--- src/rtl/ws2812_pkg.sv ---
// Shared WS2812B definitions: bit timing at 100 MHz, frame length, genMode encodings and the
// bit-generator state encoding used by the bit generator, control FSM and RET counter.
package ws2812_pkg;

  localparam int unsigned T0hCycles = 40;
  localparam int unsigned T0lCycles = 85;
  localparam int unsigned T1hCycles = 80;
  localparam int unsigned T1lCycles = 45;
  localparam int unsigned NumBits   = 96;

  localparam int unsigned PhaseW = 7;
  localparam int unsigned CountW = 7;

  localparam logic [1:0] GenIdle = 2'b00;
  localparam logic [1:0] GenRsvd = 2'b01;
  localparam logic [1:0] GenZero = 2'b10;
  localparam logic [1:0] GenOne  = 2'b11;

  typedef enum logic [1:0] {
    StIdle,
    StHigh,
    StLow,
    StDone
  } ws_state_e;

  // Only 10 and 11 request a bit; 00 and the reserved 01 both mean idle.
  function automatic logic gen_active(input logic [1:0] mode);
    return mode[1];
  endfunction

endpackage

--- src/rtl/ws_bit_gen.sv ---
// WS2812B bit generator: shapes each requested bit into a fixed-length high/low period and
// counts bits until a full frame has been sent.
module ws_bit_gen
  import ws2812_pkg::*;
#(
  parameter int unsigned T0H      = T0hCycles,
  parameter int unsigned T0L      = T0lCycles,
  parameter int unsigned T1H      = T1hCycles,
  parameter int unsigned T1L      = T1lCycles,
  parameter int unsigned NUM_BITS = NumBits
) (
  input  logic       clk,
  input  logic       reset,
  input  logic       doGen,
  input  logic [1:0] genMode,
  output logic       dout,
  output logic       bitDone,
  output logic       sendDone
);

  localparam logic [PhaseW-1:0] T0hLd   = PhaseW'(T0H - 1);
  localparam logic [PhaseW-1:0] T0lLd   = PhaseW'(T0L - 1);
  localparam logic [PhaseW-1:0] T1hLd   = PhaseW'(T1H - 1);
  localparam logic [PhaseW-1:0] T1lLd   = PhaseW'(T1L - 1);
  localparam logic [CountW-1:0] LastBit = CountW'(NUM_BITS - 1);

  ws_state_e         state;
  logic [PhaseW-1:0] phase;
  logic [CountW-1:0] bit_cnt;
  logic              bit_val;

  logic              start_ok;
  logic [PhaseW-1:0] high_ld;
  logic [PhaseW-1:0] low_ld;

  always_comb begin
    start_ok = doGen && gen_active(genMode);
    high_ld  = genMode[0] ? T1hLd : T0hLd;
    low_ld   = bit_val ? T1lLd : T0lLd;
  end

  always_ff @(posedge clk) begin
    if (reset) begin
      state    <= StIdle;
      phase    <= '0;
      bit_cnt  <= '0;
      bit_val  <= 1'b0;
      dout     <= 1'b0;
      bitDone  <= 1'b0;
      sendDone <= 1'b0;
    end else begin
      bitDone <= 1'b0;
      unique case (state)
        StIdle: begin
          dout <= 1'b0;
          if (start_ok && !sendDone) begin
            state   <= StHigh;
            dout    <= 1'b1;
            bit_val <= genMode[0];
            phase   <= high_ld;
          end
        end

        StHigh: begin
          if (!doGen) begin
            state   <= StIdle;
            dout    <= 1'b0;
            phase   <= '0;
            bit_cnt <= '0;
          end else if (phase == '0) begin
            state   <= StLow;
            dout    <= 1'b0;
            phase   <= low_ld;
            // A one-cycle low phase would make its first cycle the final one.
            bitDone <= (low_ld == '0);
          end else begin
            phase <= phase - PhaseW'(1);
          end
        end

        StLow: begin
          if (!doGen) begin
            state   <= StIdle;
            dout    <= 1'b0;
            phase   <= '0;
            bit_cnt <= '0;
          end else if (phase == '0) begin
            bit_cnt <= bit_cnt + CountW'(1);
            if (bit_cnt == LastBit) begin
              state    <= StDone;
              dout     <= 1'b0;
              sendDone <= 1'b1;
              phase    <= '0;
            end else if (start_ok) begin
              // Back-to-back bits: no gap cycle, so the period stays exactly high+low.
              state   <= StHigh;
              dout    <= 1'b1;
              bit_val <= genMode[0];
              phase   <= high_ld;
            end else begin
              state <= StIdle;
              dout  <= 1'b0;
              phase <= '0;
            end
          end else begin
            phase <= phase - PhaseW'(1);
            if (phase == PhaseW'(1)) begin
              bitDone <= 1'b1;
            end
          end
        end

        StDone: begin
          dout <= 1'b0;
          if (!doGen) begin
            state    <= StIdle;
            sendDone <= 1'b0;
            bit_cnt  <= '0;
            phase    <= '0;
          end
        end

        default: begin
          state <= StIdle;
          dout  <= 1'b0;
          phase <= '0;
        end
      endcase
    end
  end

endmodule

--- config.mk ---
export PLATFORM = sky130hd
export DESIGN_NAME = ws_bit_gen
export DESIGN_NICKNAME = d
export VERILOG_FILES = /design/src/rtl/ws2812_pkg.sv /design/src/rtl/ws_bit_gen.sv
export SDC_FILE = /design/constraint.sdc
export NUM_CORES = 1
export LEC_CHECK = 0
export BUFFER_PORTS_ARGS = -buffer_cell sky130_fd_sc_hd__clkbuf_2
export CAP_MARGIN = 20
export CELL_PAD_IN_SITES_DETAIL_PLACEMENT = 0
export CELL_PAD_IN_SITES_GLOBAL_PLACEMENT = 1
export CORE_ASPECT_RATIO = 0.7
export CORE_UTILIZATION = 44
export CTS_CLUSTER_SIZE = 28
export DETAILED_ROUTE_END_ITERATION = 8
export PLACE_DENSITY_LB_ADDON = 0.1
export SETUP_SLACK_MARGIN = 0.1
export SYNTH_ARGS = -nofsm -noshare
export SYNTH_HDL_FRONTEND = slang
export SYNTH_SLANG_ARGS = --single-unit
--- constraint.sdc ---
create_clock -name clk -period 2.3 [get_ports clk]
set_input_delay 0.69 -clock clk [delete_from_list [all_inputs] [get_ports clk]]
set_output_delay 0.69 -clock clk [all_outputs]
set_load 0.005 [all_outputs]
==> impl_metrics.csv <==
group,metric,value,unit
worst_hold_path,hp-class,"reg2reg",
yosys,avgSynthCellArea,8.20,sq um
setup_path,worst_setup_path_end_kind,"flop",
clock_network,htree_levels,1,
sta,tns,0,ns
pwr,power_frac_comb,0.393,
die,fp.dieW,66.7,um
finish,final_cell_mix,"dfxtp_1, nand2_1, nor2_1",
sta,finalCritPeriodShare,0.866,
setup_path,cp.required,2.44,ns
finish,final_common_cell,"dfxtp_1",
finish,post_route_cells_drive_above_1_share,0.112,
yosys,syn_area,1290,sq um
route,drc,0,
setup_path,path_cells,"inv_1 -> ha_1 -> nor2b_1 -> nand2_1 -> o2bb2ai_1 -> a31oi_4 -> nor2_1",
yosys,synth_top_area_share,0.311,
pwr,vdd_drop_max,0.315,mV
pwr,p_switching,0.416,mW
finish,nets,184,
setup_path,cp-start-kind,"flop",
setup_path,critical_path.max_stage_delay,0.36,ns
die,io_pins,8,
yosys,synth_warnings,0,
yosys,synth_nets,170,
yosys,ys_seq_elements,20,
die,rows,16,
yosys,yosysSeqAreaShare,0.311,
finish,diodes,0,
clock_network,cts_buffers,3,
yosys,yosysTopAreaCell,"dfxtp_1",
finish,utilization,0.515,
yosys,post_synth_num_cell_types,44,
sta,min_period,1.99,ns
global_routing,first_global_vias,1011,
finish,fillerInstances,285,
die,initial_core_util,0.463,
placed_design,io_buffers,7,
clock_network,ctsResizeCount,0,
setup_path,worst_ep_arrival_time,2.13,ns
clock_network,path_clk_slew,0.07,ns
global_routing,grt_pass1_wl,5090,um
clock_network,post_cts_buffers,0,
sta,setup_violations,0,
route,drt_wl_total,3160,um
route,drtPass1Iterations,4,
pwr,p_leak,0.537,nW
clock_network,tritoncts,"done",
clock_network,hold_buffers,0,
sta,hold_viol,0,
global_routing,grt_start_max_net_pins,14,
clock_network,clock_latency,0.26,ns
finish,syn2layout_area_growth,11.4,%
route,drt_iter0_markers,118,
placed_design,place_congestion,0.855,
finish,multi_input_area,852,sq um
route,vias,1179,
sta,final_max_slew_viol_count,0,
pwr,switching_share,0.382,
flow_run,cap_viol_max_count,0,
pwr,p_clk_frac,0.211,
clock_network,clock-sinks,20,
finish,regArea,400,sq um
route,ant_nets,0,
sta,fmax,0.502,GHz
die,fp.dieArea,3150,sq um
global_routing,grtUsageTotal,0.227,
clock_network,cts-root-buf,"clkbuf_8",
sta,skew,0.00428,ns
setup_path,slowest_stage,"dfxtp_1",
clock_network,clockBufferDepth,2,
sta,rsz0062_at_grt,"false",
route,viasPerCell,5.75,
global_routing,grt_overflow,0,
sta,slew_headroom,0.627,
yosys,synth.area.top_cells,"dfxtp_1, ha_1, xnor2_1, a21oi_1, nand2_1",
die,die_h,47.3,um
pwr,pwr-share-seq,0.397,
pwr,internal-power,0.674,mW
pwr,power_density,760,nW/um^2
setup_path,crit_type,"reg2reg",
placed_design,hpwl,2370,um
status,status,"finished, final reports clean",
sta,worst_slew_pin_slew,0.556,ns
setup_path,path_max_fanout,8,
yosys,synthCells,157,
route,wl_per_cell,15.4,um
global_routing,antenna_found_initial,0,
die,core_region_area,2780,sq um
-- power groups by stage --
stage	sequential (mW)	combinational [mW]	clock (mW)
4_1_cts	0.432	0.421	0.239
5_1_grt	0.440	0.471	0.257
3_5_place_dp	0.440	0.419	0
3_3_place_gp	0.440	0.423	0
6_report	0.432	0.428	0.230
2_1_floorplan	0.429	0.314	0
-- per-layer routing --
metal,GRT usage,wire length [um],up-vias
met5,0,0,-
met2,0.311,1330,38
met3,0.0607,194,0
met1,0.342,1630,539
li1,-,-,602
met4,0.0638,0,0
-- worst max-delay path: cells and delay by family, from the launching register on --
family	cells	cell delay [ns]
and+or+nand+nor	3	0.67
AOI/OAI and AO/OA	2	0.54
DFF	1	0.36
adders and majority gates	1	0.19
buffers and inverters	1	0.11
-- state kept, by name (all words and copies together) (netlist names) --
register,cells
bitDone,1
bit_cnt,7
bit_val,1
dout,1
phase,7
sendDone,1
state,2
-- cells in the mapped netlist (all sizes together) --
cell type	instances
a31oi	3
or3	2
nor4	3
a22oi	1
o22ai	1
o21ai	9
a22o	2
dfxtp	20
o21bai	2
xnor2	7
nand4	1
a211oi	6
a311o	1
a21boi	1
a41o	1
nand3	4
clkbuf	2
a211o	1
nor3	8
nor2	15
nor3b	2
nor4bb	1
xor2	1
o21a	2
buf	1
and3	1
a221oi	2
ha	8
mux2i	1
and2	2
a21o	4
a21oi	13
inv	6
a311oi	1
nand2	16
nand4b	1
nor2b	2
nor4b	1
o2bb2ai	1
nand3b	1
-- area by class of cell --
type	count	share of cell area
sequential	20	0.279
timing repair buffer	12	0.0506
clock buffer	3	0.0288
inverter	6	0.0157
tap	36	0.0314
multi-input combinational	128	0.594
-- cell families after synthesis --
family | share of synthesized area
adders and majority gates | 0.0777
and+or+nand+nor | 0.246
buffers and inverters | 0.0272
muxes | 0.00777
AOI/OAI and AO/OA | 0.276
xor gates and xnor gates | 0.0544
DFF | 0.311
-- final timing paths --
| path | to | slack (ns) | cells past startpoint | start |
|---|---|---|---|---|
| max | bit_cnt[2]$_SDFFE_PP0P_ | 0.31 | 7 | phase[0]$_SDFFE_PP0P_ |
| min | bit_cnt[1]$_SDFFE_PP0P_ | 0.50 | 2 | bit_cnt[1]$_SDFFE_PP0P_ |
| max reg2reg | bit_cnt[2]$_SDFFE_PP0P_ | 0.31 | 7 | phase[0]$_SDFFE_PP0P_ |
| min reg2reg | bit_cnt[1]$_SDFFE_PP0P_ | 0.50 | 2 | bit_cnt[1]$_SDFFE_PP0P_ |
-- metrics by stage --
step	hold slack (ns)	worst slack [ns]	total power [mW]	instances	instance area, sq um
2_1_floorplan	0.470	0.487	0.743	157	1290
3_3_place_gp	0.495	0.234	0.862	202	1390
3_5_place_dp	0.490	0.201	0.859	202	1390
4_1_cts	0.502	0.335	1.09	205	1430
5_1_grt	0.549	0.153	1.17	205	1430
6_report	0.499	0.308	1.09	205	1430
Power figures use the tool's default switching activity.
